**config.mk**
```make
export PLATFORM = sky130hd
export DESIGN_NAME = conv_formato_pipe
export DESIGN_NICKNAME = d
export VERILOG_FILES = /design/src/rtl/conv_formato_pipe.sv
export SDC_FILE = /design/constraint.sdc
export NUM_CORES = 1
export LEC_CHECK = 0
export BUFFER_PORTS_ARGS = -buffer_cell sky130_fd_sc_hd__buf_2
export CAP_MARGIN = 40
export CORE_UTILIZATION = 54
export DETAILED_ROUTE_END_ITERATION = 10
export GPL_TIMING_DRIVEN = 0
export PLACE_DENSITY_LB_ADDON = 0.05
export SLEW_MARGIN = 20
export SYNTH_ARGS = -nofsm -noshare
export SYNTH_HDL_FRONTEND = slang
export SYNTH_SLANG_ARGS = --single-unit
```
**constraint.sdc**
```tcl
create_clock -name clk -period 3.3 [get_ports clk]
set_input_delay 0.165 -clock clk [delete_from_list [all_inputs] [get_ports clk]]
set_output_delay 0.165 -clock clk [all_outputs]
set_load 0.1 [all_outputs]
```
**src/rtl/conv_formato_pipe.sv**
```systemverilog
// conv_formato_pipe: pipelined Q-format converter with rounding, overflow flag and count.
// Define CONV_SAT_EN to clamp on overflow; otherwise the result wraps to the low WO bits.
module conv_formato_pipe #(
    parameter int WI = 16,
    parameter int FI = 8,
    parameter int WO = 32,
    parameter int FO = 16
) (
    input  logic          clk,
    input  logic          rst_n,
    input  logic          in_valid,
    output logic          in_ready,
    input  logic [WI-1:0] in_data,
    input  logic          mode_round,
    output logic          out_valid,
    input  logic          out_ready,
    output logic [WO-1:0] out_data,
    output logic          out_ovf,
    input  logic          clr_cnt,
    output logic [15:0]   ovf_cnt
);
    localparam int SH = (FO >= FI) ? FO - FI : FI - FO;
    localparam int WM = WI + SH + 2;
    localparam int HS = (SH > 0) ? SH - 1 : 0;
    localparam logic signed [WM-1:0] HALF =
        (FO < FI) ? (WM'(1) <<< HS) : WM'(0);

    logic                 adv;
    logic                 s1_v;
    logic signed [WM-1:0] s1_d;
    logic                 s2_v;
    logic [WO-1:0]        s2_d;
    logic                 s2_o;
    logic signed [WM-1:0] ext;
    logic signed [WM-1:0] addv;
    logic signed [WM-1:0] algn;
    logic                 ovf;
    logic [WO-1:0]        low;
    logic [WO-1:0]        res;

    assign adv      = !out_valid || out_ready;
    assign in_ready = adv;

    // S1: align binary point; internal width leaves headroom for the round add
    assign ext  = {{(WM-WI){in_data[WI-1]}}, in_data};
    assign addv = mode_round ? HALF : '0;

    always_comb begin
        algn = ext;
        if (FO >= FI) begin
            algn = ext <<< SH;
        end else begin
            algn = (ext + addv) >>> SH;
        end
    end

    // S2: out of range when the bits above the output sign are not a sign extension
    generate
        if (WM >= WO) begin : g_nar
            logic [WM-WO:0] top;
            assign top = s1_d[WM-1:WO-1];
            assign ovf = !((&top) || !(|top));
            assign low = s1_d[WO-1:0];
        end else begin : g_wid
            assign ovf = 1'b0;
            assign low = {{(WO-WM){s1_d[WM-1]}}, s1_d};
        end
    endgenerate

`ifdef CONV_SAT_EN
    localparam logic [WO-1:0] MAXV = {1'b0, {(WO-1){1'b1}}};
    localparam logic [WO-1:0] MINV = {1'b1, {(WO-1){1'b0}}};
    logic s2_n;

    always_ff @(posedge clk or negedge rst_n) begin
        if (!rst_n) begin
            s2_n <= 1'b0;
        end else if (adv && s1_v) begin
            s2_n <= s1_d[WM-1];
        end
    end

    always_comb begin
        res = s2_d;
        if (s2_o) begin
            res = s2_n ? MINV : MAXV;
        end
    end
`else
    always_comb begin
        res = s2_d;
    end
`endif

    always_ff @(posedge clk or negedge rst_n) begin
        if (!rst_n) begin
            s1_v      <= 1'b0;
            s1_d      <= '0;
            s2_v      <= 1'b0;
            s2_d      <= '0;
            s2_o      <= 1'b0;
            out_valid <= 1'b0;
            out_data  <= '0;
            out_ovf   <= 1'b0;
        end else if (adv) begin
            s1_v      <= in_valid;
            s2_v      <= s1_v;
            out_valid <= s2_v;
            out_ovf   <= s2_v && s2_o;
            if (in_valid) begin
                s1_d <= algn;
            end
            if (s1_v) begin
                s2_d <= low;
                s2_o <= ovf;
            end
            if (s2_v) begin
                out_data <= res;
            end
        end
    end

    always_ff @(posedge clk or negedge rst_n) begin
        if (!rst_n) begin
            ovf_cnt <= '0;
        end else if (clr_cnt) begin
            ovf_cnt <= '0;
        end else if (out_valid && out_ready && out_ovf
                     && ovf_cnt != 16'hFFFF) begin
            ovf_cnt <= ovf_cnt + 16'd1;
        end
    end

endmodule

```
==> reports/qor.yml, run 1 <==
status:
  status: "completed"
logic_synthesis:
  simple_gate_portion_of_the_synthesized_area: 0.0330
  synth_cell_type_count: 11
  async_flop_share: 1.00
  post_synth_xor_area_fraction: 0
  synthDominantAreaCellType: "sky130_fd_sc_hd__dfrtp_1"
  synth_top_family_by_area: "multiplexers"
  ys_dominant_reg_cell: "sky130_fd_sc_hd__dfrtp_1"
  synth-edff-count: 0
  share_of_synthesized_area_occupied_by_flip_flops_and_latches: 0.543
  syn-mean-instance-area_um2: 16.1
  post-synth-top-area-fraction: 0.543
  yosys_warning_total: 0
  synth.ff_latch_count: 51
  netlist_top_cells_count: "sky130_fd_sc_hd__dfrtp_1 (51), sky130_fd_sc_hd__buf_4 (33), sky130_fd_sc_hd__mux2_4 (28)"
  yosys.area_share.adder: 0
  netlist_area_um2: 2350
  syn_inst: 146
  synth_compound_area_frac: 0.00426
  post-synth-top-count-cell: "sky130_fd_sc_hd__dfrtp_1"
  synth.area.top_cells: "sky130_fd_sc_hd__dfrtp_1 (54%), sky130_fd_sc_hd__mux2_4 (18%), sky130_fd_sc_hd__buf_4 (11%)"
  muxShareOfSynthArea: 0.275
critical_path:
  worst_setup_path_end_kind: "output port"
  critPathKind: "reg2out"
  critical_path_peak_fanout: 10
  critPathMaxStageDelay_ns: 0.50
  worst-endpoint-arrival_ns: 1.38
  cpLargestDelayFamily: "buffers and inverters"
  worst_setup_path_start_kind: "flop"
  cell_chain_critical_path: "buf_4 > buf_2"
  crit_slowest_cell: "sky130_fd_sc_hd__dfrtp_1"
  cp.buffers_inverters: 2
  critPathRequiredTime_ns: 3.13
detailed_routing:
  viasPerCell: 4.55
  dr.first_iter.drc_count: 48
  detail_route.wirelength_mm: 3.76
  drc: 0
  drt_pass_1_iters: 3
  vias: 1251
  final_antenna_net_count: 0
  detail_route.wl_per_cell_um: 13.7
sta:
  max_clock_freq_ghz: 0.648
  max_slew.worst_pin.slew_ns: 0.614
  grt_setup_unrepaired: "false"
  finalMaxSlewViolations: 0
  slew-limit-headroom: 0.590
  fin_tns_setup_ns: 0
  period_minus_slack_ns: 1.54
  fin_worst_skew_ns: 0.0117
  finalHoldViolCount: 0
  setup_violations: 0
  post-route-period-util: 0.468
floorplanning:
  die_y_um: 67.9
  row_count: 23
  die_x_um: 67.9
  start_util: 0.575
  die_area_um2: 4620
  num_io_pins: 73
  floorplan.core_area_um2: 4090
cells_and_area:
  num_antenna_cells: 0
  final.fill_count: 305
  fin_nets: 246
  fraction_of_layout_instances_using_a_drive_strength_above_1: 0.631
  sequential_cell_area_um2: 1280
  multi_input_comb_area_um2: 827
  syn2layout_area_growth_pct: 21.3
  final_area_um2: 2850
cts:
  worst_skew_pair.late_latency_ns: 0.30
  root_buffer: "sky130_fd_sc_hd__clkbuf_8"
  tritoncts_clock_tree: "done"
  clk_pin_slew_ns: 0.09
  cts_num_sinks: 51
  clockBufferDepth: 2
  number_of_buffers_added_by_the_clock_tree_synthesis_step: 5
  ctsHtreeMaxLevel: 2
grt:
  grt_util_all_layers: 0.180
  largest_net_degree_at_the_start_of_global_routing: 27
  grt_pass1_wl_mm: 5.87
  globalRouteOverflowTotal: 0
  first_global_vias: 1264
  number_of_antenna_violations_at_the_first_check_in_global_routing: 0
placed_design:
  post_dp_cell_area_um2: 2750
  globalplace.congestion: 0.644
  hpwl_detailed_mm: 2.90
  placement.io_buffers: 45
worst_hold_path:
  hold_path.class: "in2reg"
flow_run:
  drv.max_cap_violation_count: 0
## routing by layer
metal	vias to the layer above	global-route usage	part of all wire	routed length (um)
met5	-	0	0	0
met4	0	0.0625	0.0085	32
met3	5	0.0567	0.054	203
met2	40	0.328	0.54	2040
met1	620	0.193	0.40	1480
li1	586	-	-	-
## metrics by stage
step / hold WS [ns] / instances / utilization / setup slack, ns
2_1_floorplan: -0.131 / 170 / - / 1.40
6_report: 0.0897 / 275 / 0.697 / 1.76
5_1_grt: 0.0787 / 275 / 0.697 / 1.70
4_1_cts: 0.0803 / 275 / 0.697 / 1.74
3_5_place_dp: 0.220 / 266 / 0.674 / 2.00
3_3_place_gp: 0.397 / 265 / 0.667 / 2.02
## state kept, by name, indices dropped and copies added, names as in the netlist
name,count
out_data,16
s2_v,1
s1_v,1
s1_d,16
out_valid,1
res,16
## layout make-up
| class | count | share of cell area |
|---|---|---|
| multi-input cells | 80 | 0.290 |
| well taps | 50 | 0.0220 |
| clock inverters | 2 | 0.00439 |
| repair buffers | 47 | 0.0922 |
| clock buffers | 6 | 0.0255 |
| inverters | 2 | 0.00264 |
| flip-flops and latches | 51 | 0.448 |
| plain buffers | 37 | 0.115 |
## timing repair
action	CTS	global route
setup buffers	0	0
hold endpoints to repair	25	0
endpoints found under the setup margin	0	0
resized for setup	0	0
hold buffers	1	0
## cell families (layout without fill, tap and decap cells)
| logic type | Yosys count | after routing |
|---|---|---|
| flops | 51 | 51 |
| mux | 48 | 48 |
| other cells | 1 | 25 |
| buf+inv | 39 | 94 |
| simple gates | 5 | 5 |
| compound gates | 2 | 2 |
## cell usage in the layout, fill, tap and decap left out
cell type,count
sky130_fd_sc_hd__mux2_4,28
sky130_fd_sc_hd__dlygate4sd3_1,1
sky130_fd_sc_hd__mux2_2,20
sky130_fd_sc_hd__buf_2,45
sky130_fd_sc_hd__dfrtp_1,51
sky130_fd_sc_hd__conb_1,25
sky130_fd_sc_hd__inv_1,2
sky130_fd_sc_hd__buf_12,4
sky130_fd_sc_hd__o21ai_0,2
sky130_fd_sc_hd__clkbuf_8,5
sky130_fd_sc_hd__clkinvlp_4,1
sky130_fd_sc_hd__clkbuf_1,1
sky130_fd_sc_hd__buf_4,33
sky130_fd_sc_hd__nand2_8,3
sky130_fd_sc_hd__nand2b_4,1
sky130_fd_sc_hd__buf_16,1
sky130_fd_sc_hd__nand2_1,1
sky130_fd_sc_hd__clkinv_2,1
## worst paths after layout
check / start / endpoint / slack (ns) / cells after the start
worst max-delay path: out_data[23] / out_data[25] / 1.76 / 2
worst min-delay path: in_data[14] / s1_d[22] / 0.09 / 2
worst max register to register: out_valid / s1_d[12] / 2.01 / 5
worst min register to register: res[12] / out_data[12] / 0.51 / 1
max in group asynchronous: rst_n / res[12] / 2.35 / 3
min in group asynchronous: rst_n / out_data[21] / 0.40 / 2
Power of run 1 is left out: the tool's default activity adds up to more than one toggle a clock period on the data nets, which glitch-free logic cannot reach.
==> inputs of run 2 (changes only) <==
Settings changed: CORE_UTILIZATION 54 to 51.
Clock period 3.3 ns to 1.5 ns, I/O delays scaled along.
==> reports/qor.yml, run 2 (synthesis gave the netlist of run 1 again) <==
sta:
  slew-limit-headroom: 0.580  # -0.0103
  fin_worst_skew_ns: 0.00362  # -0.00806 ns
  finalHoldViolCount: 0  # unchanged
  max_clock_freq_ghz: 0.712
  final.setup.worst_slack_ns: 0.0956  # -1.66 ns
  finalMaxSlewViolations: 0  # unchanged
  hold-worst-slack_ns: 0.00981  # -0.0799 ns
  post-route-period-util: 0.936
  max_slew.worst_pin.slew_ns: 0.630  # +0.0154 ns
  grt_setup_unrepaired: "false"
  period_minus_slack_ns: 1.40
  setup_violations: 0  # unchanged
grt:
  grt.busiest_layer: "met2"
  grt_pass1_wl_mm: 6.33  # +7.8%
  largest_net_degree_at_the_start_of_global_routing: 28  # +3.7%
  globalRouteMet1Util: 0.191  # -0.00241
  globalRouteOverflowTotal: 0  # unchanged
  grt_util_met3: 0.0375  # -0.0191
  grt_util_all_layers: 0.167  # -0.0135
  first_global_vias: 1313  # +3.9%
  number_of_antenna_violations_at_the_first_check_in_global_routing: 0  # unchanged
  fraction_of_met2_tracks_used_by_global_routing: 0.302  # -0.0261
placed_design:
  hpwl_detailed_mm: 2.74  # -5.6%
  globalplace.congestion: 0.647  # +0.50%
  dp_slack_ns: 0.103  # -1.90 ns
  placement.io_buffers: 45  # unchanged
cells_and_area:
  fraction_of_layout_instances_using_a_drive_strength_above_1: 0.621  # -0.0104
  mostFrequentLayoutCell: "sky130_fd_sc_hd__dfrtp_1"
  final.fill_count: 328  # +7.5%
  post_route_core_utilization: 0.672  # -0.0257
  final_cell_mix: "sky130_fd_sc_hd__dfrtp_1 (49), sky130_fd_sc_hd__buf_2 (44), sky130_fd_sc_hd__buf_4 (34)"
  num_antenna_cells: 0  # unchanged
  syn2layout_area_growth_pct: 25.4
  fin_nets: 253  # +2.8%
detailed_routing:
  detail_route.wirelength_mm: 3.70  # -1.6%
  final_antenna_net_count: 0  # unchanged
  viasPerCell: 4.50  # -1.0%
  dr.first_iter.drc_count: 58  # +21%
  detail_route.wl_per_cell_um: 13.0  # -4.7%
  vias: 1279  # +2.2%
  drc: 0  # unchanged
  drt_pass_1_iters: 2  # -1
flow_run:
  drv.max_cap_violation_count: 0  # unchanged
critical_path:
  critical_path_peak_fanout: 7  # -3
  critPathLaunch: "out_valid"
  regToRegStartpoint: "out_valid"
  critPathRequiredTime_ns: 1.42  # -1.71 ns
  worst_setup_path_start_kind: "flop"
  worst_setup_path_end_kind: "output port"
  worst-endpoint-arrival_ns: 1.33  # -0.05 ns
  critPathKind: "reg2out"
cts:
  clockBufferDepth: 2  # unchanged
  postCtsSetupBuffers: 0  # unchanged
  tritoncts_clock_tree: "done"
  worst_skew_pair.late_latency_ns: 0.30  # about the same
  clk_pin_slew_ns: 0.08  # about the same
  cts_num_sinks: 51  # unchanged
  number_of_buffers_added_by_the_clock_tree_synthesis_step: 5  # unchanged
  root_buffer: "sky130_fd_sc_hd__clkbuf_8"
  ctsHtreeMaxLevel: 2  # unchanged
floorplanning:
  row_count: 24  # +4.3%
  die_x_um: 69.9  # +2.8%
  num_io_pins: 73  # unchanged
  floorplan.core_area_um2: 4380  # +7.3%
  start_util: 0.536  # -0.0390
  die_area_um2: 4880  # +5.7%
  die_y_um: 69.9  # +2.8%
status:
  status: "completed"
worst_hold_path:
  worstHoldStart: "in_data[12]"
  hold_path.class: "in2reg"
-- run 2: worst max-delay path: stages, from the launching register on --
cell	delay (ns)
sky130_fd_sc_hd__dfrtp_4	0.50
sky130_fd_sc_hd__nand2b_4	0.09
sky130_fd_sc_hd__buf_12	0.14
sky130_fd_sc_hd__buf_4	0.30
-- run 2: layout make-up --
type / count / area (um^2) / area share
flip-flops and latches: 51 / 1280 / 0.435
multi-input cells: 80 / 827 / 0.281
repair buffers: 54 / 335 / 0.114
plain buffers: 37 / 328 / 0.111
clock buffers: 8 / 100 / 0.0340
well taps: 52 / 65.1 / 0.0221
inverters: 2 / 7.51 / 0.00255
-- run 2: metrics by stage --
step                TNS (ns)  cells  instance area [um^2]
finish                     0    284                  2940
global route               0    284                  2940
CTS                        0    282                  2920
detailed placement         0    268                  2760
global placement           0    267                  2730
floorplan              -2.83    170                  2440
-- run 2: worst paths after layout --
| path | endpoint | cells past startpoint | slack (ns) |
|---|---|---|---|
| max | in_ready | 3 | 0.1 |
| min | s1_d[20] | 2 | 0.01 |
| max reg2reg | out_data[15] | 5 | 0.1 |
| min reg2reg | out_data[8] | 1 | 0.51 |
| max in group asynchronous | s1_d[20] | 3 | 0.64 |
| min in group asynchronous | s1_d[16] | 2 | 0.32 |
-- run 2: what timing repair did --
action | in CTS | in global routing
gates resized for setup | 1 | 0
endpoints found under the hold margin | 31 | 2
endpoints found under the setup margin | 1 | 0
hold buffers | 6 | 2
-- run 2: layer usage --
metal,up-vias,wire length (um)
met5,-,0
met1,637,1460
li1,600,-
met4,0,54
met3,7,152
met2,35,2030
Power of run 2 is left out for the same reason.
==> inputs of run 3 (changes only) <==
Settings changed: CORE_ASPECT_RATIO from default to 0.5, CORE_MARGIN from default to 5.
==> reports/qor.yml, run 3 (synthesis gave the netlist of run 1 again) <==
critical_path:
  critPathKind: "reg2out"
  worstRegToRegCells: 5  # unchanged
  critPathLaunch: "out_data[23]"
  regToRegStartpoint: "out_valid"
  worst-endpoint-arrival_ns: 1.30  # -0.03 ns
  worst_setup_path_start_kind: "flop"
  worst_setup_path_end_kind: "output port"
  critical_path_peak_fanout: 10  # +3
  critPathRequiredTime_ns: 1.42  # about the same
sta:
  setup_violations: 0  # unchanged
  max_clock_freq_ghz: 0.727  # +2.1%
  final.setup.worst_slack_ns: 0.124  # +0.0287 ns
  finalHoldViolCount: 0  # unchanged
  finalMaxSlewViolations: 0  # unchanged
  period_minus_slack_ns: 1.38  # -0.0287 ns
  post-route-period-util: 0.917  # -0.0191
  grt_setup_unrepaired: "false"
  fin_worst_skew_ns: 0.00885  # +0.00523 ns
  fin_tns_setup_ns: 0  # unchanged
detailed_routing:
  final_antenna_net_count: 0  # unchanged
  dr.first_iter.drc_count: 19  # -67%
  viasPerCell: 4.41  # -2.2%
  detail_route.wirelength_mm: 3.71  # +0.46%
  detail_route.wl_per_cell_um: 12.8  # -2.0%
  drc: 0  # unchanged
  drt_pass_1_iters: 2  # unchanged
  vias: 1282  # +0.23%
cts:
  ctsHtreeMaxLevel: 2  # unchanged
  worst_skew_pair.late_latency_ns: 0.30  # about the same
  tritoncts_clock_tree: "done"
  root_buffer: "sky130_fd_sc_hd__clkbuf_8"
  cts_num_sinks: 51  # unchanged
  clockBufferDepth: 2  # unchanged
  clk_pin_slew_ns: 0.09  # about the same
  number_of_buffers_added_by_the_clock_tree_synthesis_step: 5  # unchanged
placed_design:
  globalplace.congestion: 0.652  # +0.74%
  hpwl_detailed_mm: 2.84  # +3.7%
  dp_cells: 274  # +2.2%
  placement.io_buffers: 45  # unchanged
  dp_slack_ns: 0.130  # +0.0275 ns
floorplanning:
  start_util: 0.531  # -0.00485
  die_y_um: 58.0  # -17%
  die_area_um2: 6140  # +26%
  floorplan.core_area_um2: 4420  # +0.91%
  row_count: 17  # -29%
  num_io_pins: 73  # unchanged
  die_x_um: 106  # +52%
grt:
  number_of_antenna_violations_at_the_first_check_in_global_routing: 0  # unchanged
  largest_net_degree_at_the_start_of_global_routing: 20  # -29%
  grt_pass1_wl_mm: 6.19  # -2.2%
  globalRouteOverflowTotal: 0  # unchanged
  first_global_vias: 1347  # +2.6%
  grt_util_all_layers: 0.133  # -0.0337
cells_and_area:
  final.fill_count: 329  # +0.30%
  num_antenna_cells: 0  # unchanged
  sequential_cell_area_um2: 1280  # unchanged
  multi_input_comb_area_um2: 827  # unchanged
  final-instance-count-excl-fill: 291  # +2.5%
  mostFrequentLayoutCell: "sky130_fd_sc_hd__dfrtp_1"
  syn2layout_area_growth_pct: 27.1
  final_cell_mix: "sky130_fd_sc_hd__dfrtp_1 (49), sky130_fd_sc_hd__buf_2 (44), sky130_fd_sc_hd__buf_4 (34)"
  fraction_of_layout_instances_using_a_drive_strength_above_1: 0.620  # -0.00103
  fin_nets: 256  # +1.2%
worst_hold_path:
  hold_path.class: "in2reg"
  worst_hold_depth: 2  # unchanged
  worstHoldStart: "in_data[13]"
status:
  status: "completed"
flow_run:
  drv.max_cap_violation_count: 0  # unchanged
run 3: cell types whose count changed in the layout (fill, tap and decap cells not counted), sizes merged:
cell / change
clkbuf: -2
dlygate4sd3: +2
buf: +1
clkinv: +1
run 3: cell type report:
type / instances / area share
multi-input combinational: 80 / 0.277
sequential: 51 / 0.429
clock inverter: 1 / 0.00168
tap: 57 / 0.0239
timing repair buffer: 57 / 0.128
clock buffer: 6 / 0.0277
inverter: 2 / 0.00251
buffer: 37 / 0.110
run 3: per-stage QoR:
step	hold slack, ns	util	instance area, um^2
after floorplan	-0.221	-	2440
after global placement	0.306	0.619	2740
after detailed placement	0.0230	0.632	2800
after CTS	0.000319	0.670	2970
after global routing	0.000536	0.675	2990
final	0.00630	0.675	2990
run 3: worst max-delay path: stages (launching register included):
cell,delay [ns]
sky130_fd_sc_hd__dfrtp_2,0.46
sky130_fd_sc_hd__buf_4,0.13
sky130_fd_sc_hd__buf_2,0.41
run 3: what timing repair did:
action | 4_1_cts | 5_1_grt
resized for setup | 1 | 0
hold endpoints to repair | 22 | 2
hold buffers | 8 | 2
endpoints found under the setup margin | 1 | 0
buffers inserted | 0 | 0
run 3: final timing paths:
kind	slack, ns	endpoint
worst max-delay path	0.12	out_data[31]
worst min-delay path	0.006	s1_d[21]
worst max register to register	0.14	res[20]
worst min register to register	0.50	res[10]
max in group asynchronous	0.66	out_valid
min in group asynchronous	0.23	out_data[12]
run 3: layer usage:
layer	share of wire	global-route usage	wire length [um]
met1	0.45	0.165	1680
met5	0	0	0
met4	0.017	0.0609	63
met3	0.083	0.0467	307
met2	0.45	0.212	1660
Power of run 3 is left out for the same reason.
